--- src/rtl/time_entry_loader.sv ---
// Keypad entry buffer for the M:SS microwave timer: shifts in BCD digits, validates them on
// Start, and issues a single active-low parallel-load strobe to the timer counter stages.
module time_entry_loader #(
    parameter int MAX_DIGITS = 3
) (
    input  logic       clk,
    input  logic       clear,
    input  logic       key_valid,
    input  logic [3:0] key_digit,
    input  logic       key_cancel,
    input  logic       start_req,
    input  logic       timer_busy,
    output logic [3:0] min_digit,
    output logic [3:0] sec_tens,
    output logic [3:0] sec_units,
    output logic       load_n,
    output logic [1:0] digit_count,
    output logic       entry_err,
    output logic       running
);

    typedef enum logic [1:0] {IDLE, ENTRY, LOAD, RUN} state_t;

    state_t state;
    logic   run_armed;
    logic   key_legal;
    logic   buf_full;

    assign key_legal = (key_digit <= 4'd9);
    assign buf_full  = (digit_count == 2'(MAX_DIGITS));
    assign running   = (state == LOAD) || (state == RUN);

    always_ff @(posedge clk) begin
        if (clear) begin
            state       <= IDLE;
            min_digit   <= '0;
            sec_tens    <= '0;
            sec_units   <= '0;
            digit_count <= '0;
            load_n      <= 1'b1;
            entry_err   <= 1'b0;
            run_armed   <= 1'b0;
        end else begin
            case (state)
                IDLE, ENTRY: begin
                    if (key_cancel) begin
                        min_digit   <= '0;
                        sec_tens    <= '0;
                        sec_units   <= '0;
                        digit_count <= '0;
                        entry_err   <= 1'b0;
                        state       <= IDLE;
                    end else if (key_valid) begin
                        // a key always takes precedence over a simultaneous Start
                        if (!key_legal || buf_full) begin
                            entry_err <= 1'b1;
                        end else begin
                            min_digit   <= sec_tens;
                            sec_tens    <= sec_units;
                            sec_units   <= key_digit;
                            digit_count <= digit_count + 2'd1;
                            state       <= ENTRY;
                        end
                    end else if (start_req) begin
                        if (state == IDLE || sec_tens > 4'd5) begin
                            entry_err <= 1'b1;
                        end else if (!timer_busy) begin
                            entry_err <= 1'b0;
                            state     <= LOAD;
                        end
                    end
                end
                LOAD: begin
                    // two edges in LOAD: the first drops load_n, the second releases it
                    if (load_n) begin
                        load_n <= 1'b0;
                    end else begin
                        load_n    <= 1'b1;
                        run_armed <= 1'b0;
                        state     <= RUN;
                    end
                end
                RUN: begin
                    if (!run_armed) begin
                        run_armed <= 1'b1;
                    end else if (!timer_busy) begin
                        min_digit   <= '0;
                        sec_tens    <= '0;
                        sec_units   <= '0;
                        digit_count <= '0;
                        state       <= IDLE;
                    end
                end
                default: state <= IDLE;
            endcase
        end
    end

endmodule

--- config.mk ---
export PLATFORM = sky130hd
export DESIGN_NAME = time_entry_loader
export DESIGN_NICKNAME = d
export VERILOG_FILES = /design/src/rtl/time_entry_loader.sv
export SDC_FILE = /design/constraint.sdc
export NUM_CORES = 1
export LEC_CHECK = 0
export CAP_MARGIN = 20
export CORE_MARGIN = 8
export CORE_UTILIZATION = 49
export CTS_BUF_LIST = sky130_fd_sc_hd__clkbuf_2 sky130_fd_sc_hd__clkbuf_4 sky130_fd_sc_hd__clkbuf_8
export DETAILED_ROUTE_END_ITERATION = 8
export GPL_TIMING_DRIVEN = 0
export PLACE_DENSITY = 0.81
export SLEW_MARGIN = 20
export SYNTH_ARGS = -nofsm -noshare
export SYNTH_HDL_FRONTEND = slang
export SYNTH_SLANG_ARGS = --single-unit
export TNS_END_PERCENT = 5
--- constraint.sdc ---
create_clock -name clk -period 1.6 [get_ports clk]
set_input_delay 0.16 -clock clk [delete_from_list [all_inputs] [get_ports clk]]
set_output_delay 0.16 -clock clk [all_outputs]
set_load 0.05 [all_outputs]
# Word-level counts from Yosys, hierarchy flattened
# Cells that the tools add are included.
[word_totals]
register_bits = 19
in_bits = 10
out_inout_bits = 17
wordCells = 76
[classes]
n_addsub = 1
magnitude_cmp = 2
n_eq_ne = 15
muxes = 37
n_reduce_logical = 13
[op_table]
columns = ["cell", "n"]
rows = [
  ["2-to-1 mux 4 bit", 11],
  ["2-to-1 mux 2 bit", 12],
  ["one-hot mux 4 bit (2 select lines)", 3],
  ["inequality test 4 bit, second input constant", 4],
  ["2-to-1 mux 1 bit", 8],
  ["AND reduction 7 bit", 1],
  ["equality test 2 bit, second input constant", 3],
  ["inequality test 2 bit, second input constant", 3],
  ["inequality test 3 bit, second input constant", 2],
  ["one-hot mux 2 bit (3 select lines)", 1],
  ["AND reduction 5 bit", 1],
  ["greater-than comparator 4 x 3 -> 1 bit, second input constant", 1],
  ["less-or-equal comparator 4 bit, second input constant", 1],
  ["inequality test 4 x 3 -> 1 bit, second input constant", 1],
  ["one-hot mux 2 bit (2 select lines)", 1],
  ["AND reduction 4 bit", 1],
  ["nonzero test 2 bit", 2],
  ["logical OR 1 bit", 3],
  ["inequality test 3 x 1 -> 1 bit, second input constant", 1],
  ["nonzero test 3 bit", 1],
  ["adder 2 x 1 -> 2 bit, second input constant", 1],
  ["equality test 2 x 1 -> 1 bit, second input constant", 1],
  ["zero test 2 bit", 1],
  ["one-hot mux 1 bit (2 select lines)", 1],
  ["3 further kinds", 3],
]

# Longest topological paths before layout
[depth]
ltp_word = 7
depth_mapped = 6
ltp_nobuf = 5

# Worst setup path after synthesis
# No wires, ideal clock.
[synth_timing]
path_type = "register -> register"
start = "register digit_count[0]"
end = "register digit_count[1]"
arrival_time_ns = 1.583
required_time_ns = 1.476
path_slack_ns = -0.107
stages_incl_launch_ff = 6
n_path_buf = 0
synth_period_minus_slack_ns = 1.707
path_cell_list = "dfxtp_1 -> ha_1 -> and2b_1 -> a21boi_4 -> nor2_8 -> mux2i_1"
[synth_via]
elab_chain_len = 5
word_cells_on_any_way = 9
[synth_lines]
columns = ["element", "line", "text"]
rows = [
  ["start, declared", "17", "output logic [1:0] digit_count,"],
  ["start signal, assigned", "61", "digit_count <= digit_count + 2'd1;"],
  ["adder 2 x 1 -> 2 bit", "61", ""],
  ["2-to-1 mux 2 bit", "55", "if (!key_legal || buf_full) begin"],
  ["2-to-1 mux 2 bit", "53", "end else if (key_valid) begin"],
  ["2-to-1 mux 2 bit", "46", "if (key_cancel) begin"],
  ["one-hot mux 2 bit (2 select lines)", "44", "case (state)"],
]
# Parallel ways exist; a longest one is shown, timed or not. The select of a mux whose other input is x is not followed.
# A chain may end at the register's enable or synchronous reset.

# Worst setup path after layout
[layout_timing]
start = "register state[1]"
end = "output running"
[layout_via]
elab_chain_len = 2
word_cells_on_any_way = 3
[layout_lines]
columns = ["element", "line", "text"]
rows = [
  ["start, declared", "24", "state_t state;"],
  ["start signal, assigned", "35", "state <= IDLE;"],
  ["start signal, assigned", "52", "state <= IDLE;"],
  ["start signal, assigned", "62", "state <= ENTRY;"],
  ["equality test 2 bit", "31", "assign running = (state == LOAD) || (state == RUN);"],
  ["logical OR 1 bit (*)", "31", ""],
  ["end, declared", "19", "output logic running"],
]
# Every way passes the cells marked *; elsewhere a longest branch is shown, timed or not.

==> summary.md <==
| Metric | Value |
|---|---|
| Run status | finished, final reports clean |
| RSZ-0062 raised after global routing | no |
| Full die area | 3670 um^2 |
| Startpoint types | flop |
| Final critical delay including setup and external delays | 1.56 ns |
| Root buf cell | sky130_fd_sc_hd__clkbuf_4 |
| Drt first pass iters | 4 |
| Die Span X | 60.6 um |
| Worst-Margin Slew | 0.499 ns |
| Remaining max-slew budget at the tightest pin | 0.669 |
| Hold Path Cell Cnt | 3 |
| HPWL Detailed | 1830 um |
| Gate count of the mapped netlist | 106 |
| Setup WS pre-CTS | -0.125 ns |
| Most used cells in the layout excluding fill and tap cells | sky130_fd_sc_hd__dfxtp_1, sky130_fd_sc_hd__dlygate4sd2_1, sky130_fd_sc_hd__nand2_1 |
| Achievable clock frequency | 643 MHz |
| Power density relative to cell area | 710 nW/um^2 |
| CTS tree | yes |
| Slack of the critical path | 0.0443 ns |
| Setup fix buffers added after clock tree synthesis | 0 |
| Share of cells above drive strength 1 | 0.125 |
| Post-DRT Antenna Nets | 0 |
| Final WL | 2370 um |
| Share of the core filled with cells | 0.665 |
| Yosys warns | 0 |
| Fin. Hold Viols | 0 |
| Vertical extent of the die | 60.6 um |
| Total global routing overflow | 0 |
| Via count | 886 |
| Maximum vdd drop | 0.519 mV |
| Synthesis-to-layout area growth | 31.1% |
| Max capacitance violation total | 0 |
| Portion of the post-synthesis area used by sequential elements | 0.390 |
| Worst stage delay on the critical path | 0.52 ns |
| Total I/O pin count | 27 |
| CTS H-tree depth | 1 |
| Largest net degree at the start of global routing | 12 |
| IO Port Bufs | 26 |
| Via-per-instance ratio | 5.44 |
| Number of setup violations in the final report | 0 |
| CP Data Required Time | 1.44 ns |
| Max clock buf depth | 2 |
| GR Util All Layers | 0.139 |
| Number of global-route vias before repair | 934 |
| Maximum net fanout on the critical path | 10 |
| Critical path class | flop to primary output |
| Depth of the worst register-to-register path | 5 |
| Diode insertion count for antenna repair | 0 |
| Initial antenna violation count | 0 |
| Final GP Congestion | 0.872 |
| Placed standard-cell area | 1270 um^2 |
| Mapped cell area | 975 um^2 |
| List of cells traversed by the critical path | buf_6 > clkbuf_1 > dlygate4sd2_1 |
| Number of placement rows | 16 |
| Max stage delay cell, worst path | sky130_fd_sc_hd__dlygate4sd2_1 |
| Syn_area_per_cell | 9.20 um^2 |
| Initial core utilization | 0.507 |
| Count of state elements after synthesis | 19 |
| Final worst clock skew | 0.00927 ns |
| Synthesized netlist net count | 117 |
| Drc violations | 0 |
| Share of the cycle needed by the critical path after routing | 0.972 |
| Endpoint kind of the worst setup timing path | primary output |
| Pins over their slew limit | 0 |
| Clock insertion delay at the later pin of the skew report | 0.30 ns |
| Total number of nets in the final design | 148 |
| Number of library cell types mapped by synthesis | 36 |
| Fillers | 195 |
| Number of buffers created by CTS | 3 |
| Path category of the worst min-delay check | input pin to flop |
| WL/cell | 14.5 um |
| Clk slew on worst S/H paths | 0.11 ns |
| Arrival time worst endpoint | 1.40 ns |
| Placeable core region | 1920 um^2 |
| Final std cell area, no fill | 1280 um^2 |
| Cell leakage power | 0.000573 uW |
| # clock sinks | 19 |
| Global-route wire length before repair | 3910 um |
| Initial DRC Count | 13 |
==> cell type report <==
type | instances | area, um^2 | area share
multi-input combinational | 79 | 544 | 0.426
inverter | 2 | 7.51 | 0.00588
tap | 27 | 33.8 | 0.0264
buffer | 6 | 42.5 | 0.0333
timing repair buffer | 26 | 239 | 0.187
clock inverter | 1 | 5.00 | 0.00392
clock buffer | 3 | 22.5 | 0.0176
sequential | 19 | 383 | 0.300
==> through the flow <==
stage                     TNS, ns  instances  hold slack, ns  total power (uW)
after floorplan                 0        106           0.302               614
after global routing            0        163           0.449               937
final                           0        163           0.428               906
after global placement     -0.438        159           0.455               676
after detailed placement   -0.901        159           0.471               679
after CTS                       0        163           0.424               911
==> critical path, delay by kind of cell, from the launching register on <==
kind | cells | cell delay (ns)
buffers and inverters | 3 | 0.75
flip-flops | 1 | 0.34
==> synthesized netlist by cell type (all sizes together) <==
library cell / instances / area, um^2
dfxtp: 19 / 380
nand2: 12 / 45.0
mux2i: 9 / 90.1
nand2b: 9 / 56.3
nor2: 7 / 50.1
o21ai: 7 / 35.0
nand3: 6 / 30.0
a21oi: 5 / 36.3
buf: 4 / 35.0
nor2b: 4 / 25.0
o41ai: 4 / 35.0
and2b: 2 / 17.5
clkbuf: 2 / 7.51
inv: 2 / 7.50
or2: 2 / 12.5
a21boi: 1 / 18.8
a21o: 1 / 7.51
a221o: 1 / 10.0
a22oi: 1 / 7.51
a32oi: 1 / 8.76
a41oi: 1 / 8.76
ha: 1 / 12.5
nor3: 1 / 5.00
o2111ai: 1 / 8.76
o21ba: 1 / 10.0
o21bai: 1 / 7.51
or3: 1 / 6.26
==> timing repair <==
action / in CTS / in global routing
resized for setup: 17 / 0
hold buffers: 0 / 0
setup endpoints to repair: 17 / 0
==> worst paths after layout <==
| path | startpoint | end | slack, ns |
|---|---|---|---|
| setup / recovery | state[1] | running | 0.04 |
| hold / removal | key_digit[0] | sec_units[0] | 0.43 |
| setup reg to reg | digit_count[0] | digit_count[1] | 0.12 |
| hold reg to reg | min_digit[3] | min_digit[3] | 0.48 |
==> power by group <==
| group | total [uW] | switching, uW | internal, uW |
|---|---|---|---|
| Sequential | 492 | 6.88 | 485 |
| Combinational | 169 | 104 | 64.3 |
| Clock | 246 | 152 | 93.3 |
| Total | 906 | 264 | 643 |
==> state kept, by name, summed over array words and instances, names as in the netlist <==
signal and count:
min_digit 4, entry_err 1, run_armed 1, sec_units 4
state 2, load_n 1, sec_tens 4, digit_count 2
==> routing by layer <==
metal | global-route usage | part of all wire | vias up | wire [um]
li1 | - | - | 438 | -
met1 | 0.146 | 0.43 | 412 | 1020
met2 | 0.247 | 0.49 | 31 | 1160
met3 | 0.0360 | 0.062 | 5 | 148
met4 | 0.0764 | 0.018 | 0 | 43
met5 | 0 | 0 | - | 0
==> logic make-up after synthesis <==
group                    Yosys count  synth area share
adder cells (fa/ha/maj)            1            0.0128
buffers and inverters              8            0.0513
multiplexers                       9            0.0924
AO/OA/AOI/OAI                     25             0.199
AND/OR/NAND/NOR                   44             0.254
flip-flops                        19             0.390
(Power assumes the default switching activity.)
